==> src/rtl/mdu_sched_if.sv <==
// Pipeline-control bundle between the MDU scheduler and the rest of the core.
interface mdu_sched_if;
  logic       E_start;
  logic [1:0] E_op;
  logic       D_use_mdu;
  logic       hazard_stall;
  logic       busy;
  logic       done;
  logic       stall;
  logic       pc_en;
  logic       fd_en;
  logic       de_flush;
  logic       em_enable;
  logic       em_flush;
  logic       err;

  // Scheduler side.
  modport slave (
    input  E_start, E_op, D_use_mdu, hazard_stall,
    output busy, done, stall, pc_en, fd_en, de_flush, em_enable, em_flush, err
  );

  // Pipeline / stimulus side.
  modport master (
    output E_start, E_op, D_use_mdu, hazard_stall,
    input  busy, done, stall, pc_en, fd_en, de_flush, em_enable, em_flush, err
  );
endinterface

==> src/rtl/mdu_sched.sv <==
// Multiply/divide busy-period sequencer plus pipeline stall/bubble generation.
module mdu_sched #(
  parameter int unsigned MUL_CYCLES = 5,
  parameter int unsigned DIV_CYCLES = 10,
  parameter int unsigned CNT_W      = 4
) (
  input  logic         clk,
  input  logic         reset,
  mdu_sched_if.slave   bus
);

  typedef enum logic [1:0] {
    IDLE = 2'd0,
    MUL  = 2'd1,
    DIV  = 2'd2
  } state_t;

  state_t           state;
  logic [CNT_W-1:0] cnt;
  logic             busy_q;
  logic             done_q;
  logic             err_q;
  logic             mdu_stall;
  logic             stall_int;

  // Signed and unsigned variants share the same latency, so E_op[0] is not needed.
  logic unused_op;
  assign unused_op = bus.E_op[0];

  // Busy-period FSM: load the latency on start, count down, pulse done on the last cycle.
  always_ff @(posedge clk or negedge reset) begin
    if (!reset) begin
      state  <= IDLE;
      cnt    <= '0;
      busy_q <= 1'b0;
      done_q <= 1'b0;
      err_q  <= 1'b0;
    end else begin
      done_q <= 1'b0;
      case (state)
        IDLE: begin
          if (bus.E_start) begin
            busy_q <= 1'b1;
            if (bus.E_op[1]) begin
              state <= DIV;
              cnt   <= CNT_W'(DIV_CYCLES);
            end else begin
              state <= MUL;
              cnt   <= CNT_W'(MUL_CYCLES);
            end
          end
        end
        MUL, DIV: begin
          // A second start while computing is dropped and flagged.
          if (bus.E_start) begin
            err_q <= 1'b1;
          end
          cnt <= cnt - CNT_W'(1);
          if (cnt == CNT_W'(1)) begin
            state  <= IDLE;
            busy_q <= 1'b0;
            done_q <= 1'b1;
          end
        end
        default: begin
          state  <= IDLE;
          busy_q <= 1'b0;
        end
      endcase
    end
  end

  // E_start term stalls the dependent D-stage instr in the cycle before busy rises.
  assign mdu_stall = bus.D_use_mdu & (busy_q | bus.E_start);
  assign stall_int = bus.hazard_stall | mdu_stall;

  assign bus.busy      = busy_q;
  assign bus.done      = done_q;
  assign bus.err       = err_q;
  assign bus.stall     = stall_int;
  assign bus.pc_en     = ~stall_int;
  assign bus.fd_en     = ~stall_int;
  assign bus.de_flush  = stall_int;
  assign bus.em_enable = 1'b1;
  assign bus.em_flush  = 1'b0;

endmodule

==> src/flat_wrapper.sv <==
// flat-port wrapper written by rule: the top's interface ports become plain ports
module mdu_sched_flat 
#(
  parameter int unsigned MUL_CYCLES = 5,
  parameter int unsigned DIV_CYCLES = 10,
  parameter int unsigned CNT_W      = 4
)
  (clk, reset, bus_E_start, bus_E_op, bus_D_use_mdu, bus_hazard_stall, bus_busy, bus_done, bus_stall, bus_pc_en, bus_fd_en, bus_de_flush, bus_em_enable, bus_em_flush, bus_err);
  mdu_sched_if bus_i ();
  input  logic clk;
  input  logic reset;
  input wire logic [$bits(bus_i.E_start)-1:0] bus_E_start;
  input wire logic [$bits(bus_i.E_op)-1:0] bus_E_op;
  input wire logic [$bits(bus_i.D_use_mdu)-1:0] bus_D_use_mdu;
  input wire logic [$bits(bus_i.hazard_stall)-1:0] bus_hazard_stall;
  output wire logic [$bits(bus_i.busy)-1:0] bus_busy;
  output wire logic [$bits(bus_i.done)-1:0] bus_done;
  output wire logic [$bits(bus_i.stall)-1:0] bus_stall;
  output wire logic [$bits(bus_i.pc_en)-1:0] bus_pc_en;
  output wire logic [$bits(bus_i.fd_en)-1:0] bus_fd_en;
  output wire logic [$bits(bus_i.de_flush)-1:0] bus_de_flush;
  output wire logic [$bits(bus_i.em_enable)-1:0] bus_em_enable;
  output wire logic [$bits(bus_i.em_flush)-1:0] bus_em_flush;
  output wire logic [$bits(bus_i.err)-1:0] bus_err;
  assign bus_i.E_start = bus_E_start;
  assign bus_i.E_op = bus_E_op;
  assign bus_i.D_use_mdu = bus_D_use_mdu;
  assign bus_i.hazard_stall = bus_hazard_stall;
  assign bus_busy = bus_i.busy;
  assign bus_done = bus_i.done;
  assign bus_stall = bus_i.stall;
  assign bus_pc_en = bus_i.pc_en;
  assign bus_fd_en = bus_i.fd_en;
  assign bus_de_flush = bus_i.de_flush;
  assign bus_em_enable = bus_i.em_enable;
  assign bus_em_flush = bus_i.em_flush;
  assign bus_err = bus_i.err;
  mdu_sched #(.MUL_CYCLES(MUL_CYCLES), .DIV_CYCLES(DIV_CYCLES), .CNT_W(CNT_W)) u_core (.clk(clk), .reset(reset), .bus(bus_i));
endmodule
==> config.mk <==
export PLATFORM = sky130hd
export DESIGN_NAME = mdu_sched_flat
export DESIGN_NICKNAME = d
export VERILOG_FILES = /design/src/rtl/mdu_sched_if.sv /design/src/rtl/mdu_sched.sv /design/src/flat_wrapper.sv
export SDC_FILE = /design/constraint.sdc
export NUM_CORES = 1
export LEC_CHECK = 0
export ABC_AREA = 1
export CAP_MARGIN = 30
export CORE_MARGIN = 4
export CORE_UTILIZATION = 35
export CTS_CLUSTER_DIAMETER = 40
export CTS_CLUSTER_SIZE = 8
export DETAILED_ROUTE_END_ITERATION = 6
export GPL_TIMING_DRIVEN = 0
export SYNTH_ARGS = -nofsm -noshare
export SYNTH_HDL_FRONTEND = slang
export SYNTH_SLANG_ARGS = --single-unit
==> constraint.sdc <==
create_clock -name clk -period 1.1 [get_ports clk]
set_input_delay 0.22 -clock clk [delete_from_list [all_inputs] [get_ports clk]]
set_output_delay 0.22 -clock clk [all_outputs]
set_load 0.05 [all_outputs]
==> results of run 1 <==
layer usage:
metal / vias up / track usage (%)
met4: 0 / 6.63
met5: - / 0
met2: 13 / 18.2
met3: 2 / 4.51
met1: 211 / 13.0
li1: 249 / -
layout by cell type (no fill, tap or decap), drive strengths merged:
master         count
dfrtp              9
dlygate4sd2        2
o21ai              9
ha                 3
conb               2
clkbuf             4
nand4              2
nand2             10
nor2              10
nand3              2
inv               11
a21oi              2
clkdlybuf4s50      4
clkinvlp           1
xor2               1
a21o               1
buf               14
per-stage QoR:
step           setup TNS [ps]  utilization, %
6_report                -2450            58.6
5_1_grt                 -3310            58.6
4_1_cts                 -2380            56.9
3_5_place_dp            -7490            52.5
3_3_place_gp            -7640            52.5
2_1_floorplan           -2020               -
where the power goes:
part           internal [mW]  switching, mW
clock network          0.140          0.115
logic                  0.645          0.898
registers              0.468         0.0950
total                   1.25           1.11
path summary, 6_finish.rpt:
check,start,to,slack [ps]
worst min register to register,u_core.bus.err$_DFFE_PN0P_,u_core.bus.err$_DFFE_PN0P_,460
max in group asynchronous,reset,u_core.bus.busy$_DFFE_PN0P_,530
worst max register to register,u_core.state[0]$_DFFE_PN0P_,u_core.cnt[0]$_DFFE_PN0P_,-100
min in group clk,u_core.bus.err$_DFFE_PN0P_,u_core.bus.err$_DFFE_PN0P_,460
worst max-delay path,u_core.bus.busy$_DFFE_PN0P_,bus_stall,-470
worst min-delay path,reset,u_core.cnt[1]$_DFFE_PN0P_,250
state kept, by name, summed over array words and instances (netlist names):
name / flops
u_core.bus.busy: 1
u_core.bus.err: 1
u_core.state: 2
u_core.cnt: 4
u_core.bus.done: 1
layout make-up:
class / count / area, um^2 / share of cell area [%]
buffer: 4 / 41.3 / 5.10
clock buffer: 4 / 26.3 / 3.25
inverter: 12 / 51.3 / 6.34
multi-input combinational: 42 / 298 / 36.8
sequential: 9 / 226 / 28.0
tap: 15 / 18.8 / 2.32
timing repair buffer: 16 / 148 / 18.2
what timing repair did:
item,in CTS,in global routing
buffers inserted,4,0
gates resized for setup,45,10
setup endpoints to repair,14,14
pin swaps,3,2
worst max-delay path: cells and delay by family, from the launching register on:
family / cells / cell delay [ps]
and+or+nand+nor: 1 / 120
AOI/OAI and AO/OA: 1 / 120
buffers and inverters: 4 / 460
DFF: 1 / 400
cell families (layout without fill, tap and decap cells):
logic type	Yosys count	in the layout	synth area share (%)
XOR/XNOR	1	1	1.61
other	2	2	1.38
adder cells (fa/ha/maj)	3	3	6.90
AND/OR/NAND/NOR	24	24	22.5
flip-flops	9	9	41.4
AO/OA/AOI/OAI	12	12	12.4
buffers and inverters	16	36	13.8
==> flow_summary.toml, run 1 <==
[sta]
fmax_mhz = 638
rsz0062_at_grt = "yes"
hold_viol_final = 0
slew_violations = 0
min_period_ps = 1570
fin_crit_sh_pct = 142
setup_ws_ps = -467
skew_ps = 6.80
hold_slack_ps = 254
setup_viol = 12

[cts]
cts.sinks = 9
postCtsHoldBufs = 0
cts_root_buffer = "clkbuf_4"
cts_buffers = 3
clk_pin_slew_worst_paths_ps = 60
clock_latency_ps = 260
cts_buffer_depth = 2
cts_tree = "yes"
cts_max_level = 1

[setup_path]
cp_common_cell = "buf_8"
worst-setup-path-type = "flip-flop to output port"
crit_chain = "o21ai_1 > inv_1 > nor2_4 > clkinvlp_4 > buf_8 > buf_8"
end_kind = "output port"
r2r_cells = 8
crit_path_start_kind = "flip-flop"
required_ps = 880
cp_max_fo = 3
cp.arrival_ps = 1350
max_stage_delay_ps = 400
crit_slowest_cell = "dfrtp_2"

[route]
via_per_inst = 4.66
wl_per_cell_um = 10.9
wl_met2_um = 531
top_layer = "met4"
ant_nets = 0
drc = 0
wl_met3_um = 81
wl_mm = 1.11
drtIter0Drc = 7
met1Wirelength_um = 486
num_vias = 475
drt-pass1-iter-count = 6

[placement]
place_hpwl_um = 824
pre_cts_ws_ps = -1230
globalplace.congestion = 0.793
dp.cells = 94
dpl-instance-area_um2 = 726
portBuffers = 12

[finish]
final_cell_area_um2 = 810
area_growth_pct = 48.7
fillerInstances = 128
final_cells = 102
diodes = 0
drive_gt1_share_pct = 46.0
final_nets = 98

[outcome]
status = "complete, but fails checks"
violations = "negative setup slack"

[global_routing]
track_usage_pct = 11.5
grt_pass1_vias = 437
antenna_found_initial = 0
grt-ovfl-total = 0
grt_max_degree = 10
grt_first_pass_wirelength_mm = 1.73

[yosys]
synth_common_cells = "inv_1 (10), dfrtp_1 (9), nand2_1 (9)"
synth_edf_count = 0
ys_ff_latch = 9
synthArstFlopShare_pct = 100
synthTopCellsByArea = "dfrtp_1 (41%), ha_1 (6.9%), inv_1 (6.9%)"
synth_most_common_cell = "inv_1"
netlist_area_um2 = 544
avgSynthCellArea_um2 = 8.12
syn_inst = 67
syn_nets = 77
synth.largest_area_cell = "dfrtp_1"
ys_seq_area_share_pct = 41.4
synth_top_area_share_pct = 41.4
synth-main-ff-cell = "dfrtp_1"
synth_warnings = 0
synth_cell_types = 18

[pwr]
power.density_nw_per_um2 = 2910
p_leak_nw = 0.390
power_mw = 2.36
ir_worst_vdd_mv = 1.24

[flow_run]
maxCapViolations = 0

[floorplan]
initial_core_util_pct = 39.4
die_width_um = 47.4
rows = 13
die_area_um2 = 2250
core_area_um2 = 1380
boundaryPins = 16
dieHeight_um = 47.4

[min_path]
hold_path.class = "primary input to async pin"
No activity file was read; power rests on OpenSTA's default activity.
==> run 2: changes to the inputs <==
--- a/config.mk
+++ b/config.mk
@@ -7,12 +7,13 @@
 export LEC_CHECK = 0
 export ABC_AREA = 1
 export CAP_MARGIN = 30
-export CORE_MARGIN = 4
+export CORE_MARGIN = 2
 export CORE_UTILIZATION = 35
 export CTS_CLUSTER_DIAMETER = 40
 export CTS_CLUSTER_SIZE = 8
 export DETAILED_ROUTE_END_ITERATION = 6
 export GPL_TIMING_DRIVEN = 0
+export SKIP_CTS_REPAIR_TIMING = 1
 export SYNTH_ARGS = -nofsm -noshare
 export SYNTH_HDL_FRONTEND = slang
 export SYNTH_SLANG_ARGS = --single-unit
==> flow_summary.toml, run 2 (synthesized netlist as in run 1, its figures left out) <==
[sta]
fmax_mhz = 628
setup_viol = 11
fin_crit_sh_pct = 145
slew_violations = 0
skew_ps = 0.548
min_period_ps = 1590
setup_ws_ps = -492
hold_viol_final = 0
hold_slack_ps = 262
rsz0062_at_grt = "yes"

[setup_path]
worst-setup-path-type = "flip-flop to output port"
cpLargestDelayFamily = "buffers and inverters"
cp.arrival_ps = 1370
crit_path_start_kind = "flip-flop"
path_depth = 6
cp_max_fo = 3
crit_chain = "o21ai_1 > inv_1 > nor2_4 > clkinvlp_4 > buf_8 > buf_6"
required_ps = 880
r2r_cells = 8
crit_slowest_cell = "dfrtp_2"
worst-path-buf-inv = 4
end_kind = "output port"
max_stage_delay_ps = 420

[route]
top_layer = "met3"
met1Wirelength_um = 535
num_vias = 479
wl_met3_um = 43
drc = 0
drtIter0Drc = 2
drt-pass1-iter-count = 3
via_per_inst = 4.48
wl_met2_um = 654
wl_per_cell_um = 11.5
ant_nets = 0
wl_mm = 1.23

[finish]
area_growth_pct = 55.2
final_cell_mix = "buf_4 (11), o21ai_1 (8), dfrtp_1 (8), nand2_1 (7)"
top_regs = "u_core.cnt x4, u_core.state x2"
regMostFlops = "u_core.cnt"
final_cells = 107
final_nets = 102
diodes = 0
final_common_cell = "buf_4"
drive_gt1_share_pct = 48.4
largest_reg_flops = 4

[global_routing]
grt_max_degree = 10
track_usage_pct = 12.3
antenna_found_initial = 0
grt_pass1_vias = 401
grt_first_pass_wirelength_mm = 1.73
grt-ovfl-total = 0

[outcome]
violations = "negative setup slack"
status = "complete, but fails checks"

[flow_run]
maxCapViolations = 0

[floorplan]
boundaryPins = 16
core_area_um2 = 1490
die_area_um2 = 1890
die_width_um = 43.4
rows = 14
initial_core_util_pct = 36.6
dieHeight_um = 43.4

[pwr]
power.density_nw_per_um2 = 2910
p_leak_nw = 0.415
power_mw = 2.45
ir_worst_vdd_mv = 1.50

[cts]
cts_max_level = 1
cts_root_buffer = "clkbuf_4"
cts_tree = "yes"
clock_latency_ps = 260
cts_buffers = 3
cts.sinks = 9
clk_pin_slew_worst_paths_ps = 60
cts_buffer_depth = 2

[min_path]
hold_path.class = "primary input to async pin"

[placement]
place_hpwl_um = 800
dp.cells = 95
portBuffers = 12
globalplace.congestion = 0.810
## run 2: cell count changes in the layout (fill, tap and decap cells not counted)
cell,previous run,this run
clkbuf_4,3,4
buf_4,5,11
o21ai_2,2,1
clkbuf_2,0,1
dlymetal6s2s_1,0,1
dlygate4sd2_1,2,0
buf_2,3,0
o21ai_1,7,8
## run 2: worst paths after layout
kind,startpoint,to,slack (ps)
min in group clk,bus_E_start,u_core.state[1]$_DFFE_PN0P_,410
min,reset,u_core.cnt[3]$_DFFE_PN0P_,260
min reg2reg,u_core.bus.err$_DFFE_PN0P_,u_core.bus.err$_DFFE_PN0P_,460
max in group asynchronous,reset,u_core.bus.busy$_DFFE_PN0P_,520
max reg2reg,u_core.state[0]$_DFFE_PN0P_,u_core.cnt[0]$_DFFE_PN0P_,-140
max,u_core.bus.busy$_DFFE_PN0P_,bus_stall,-490
## run 2: area by class of cell
cell class | count | area, um^2
multi-input cells | 42 | 294
inverters | 12 | 51.3
plain buffers | 4 | 41.3
flip-flops and latches | 9 | 226
repair buffers | 20 | 185
fillers | 138 | 644
clock buffers | 4 | 26.3
well taps | 16 | 20.0
## run 2: power breakdown
part	internal (mW)	switching [mW]
logic	0.703	0.922
registers	0.468	0.0997
clock network	0.140	0.121
## run 2: per-layer routing
| layer | global-route usage, % | vias up |
|---|---|---|
| met5 | 0 | - |
| met4 | 3.64 | 0 |
| met3 | 3.75 | 0 |
| met2 | 18.2 | 9 |
| met1 | 17.4 | 220 |
| li1 | - | 250 |
## run 2: metrics by stage
step / area (um^2) / util (%) / TNS (ps) / worst slack [ps]
global route: 845 / 56.7 / -3280 / -552
finish: 845 / 56.7 / -2440 / -492
CTS: 753 / 50.6 / -7140 / -1230
global placement: 727 / 48.8 / -7450 / -1230
detailed placement: 727 / 48.8 / -7550 / -1230
floorplan: 587 / - / -2020 / -814
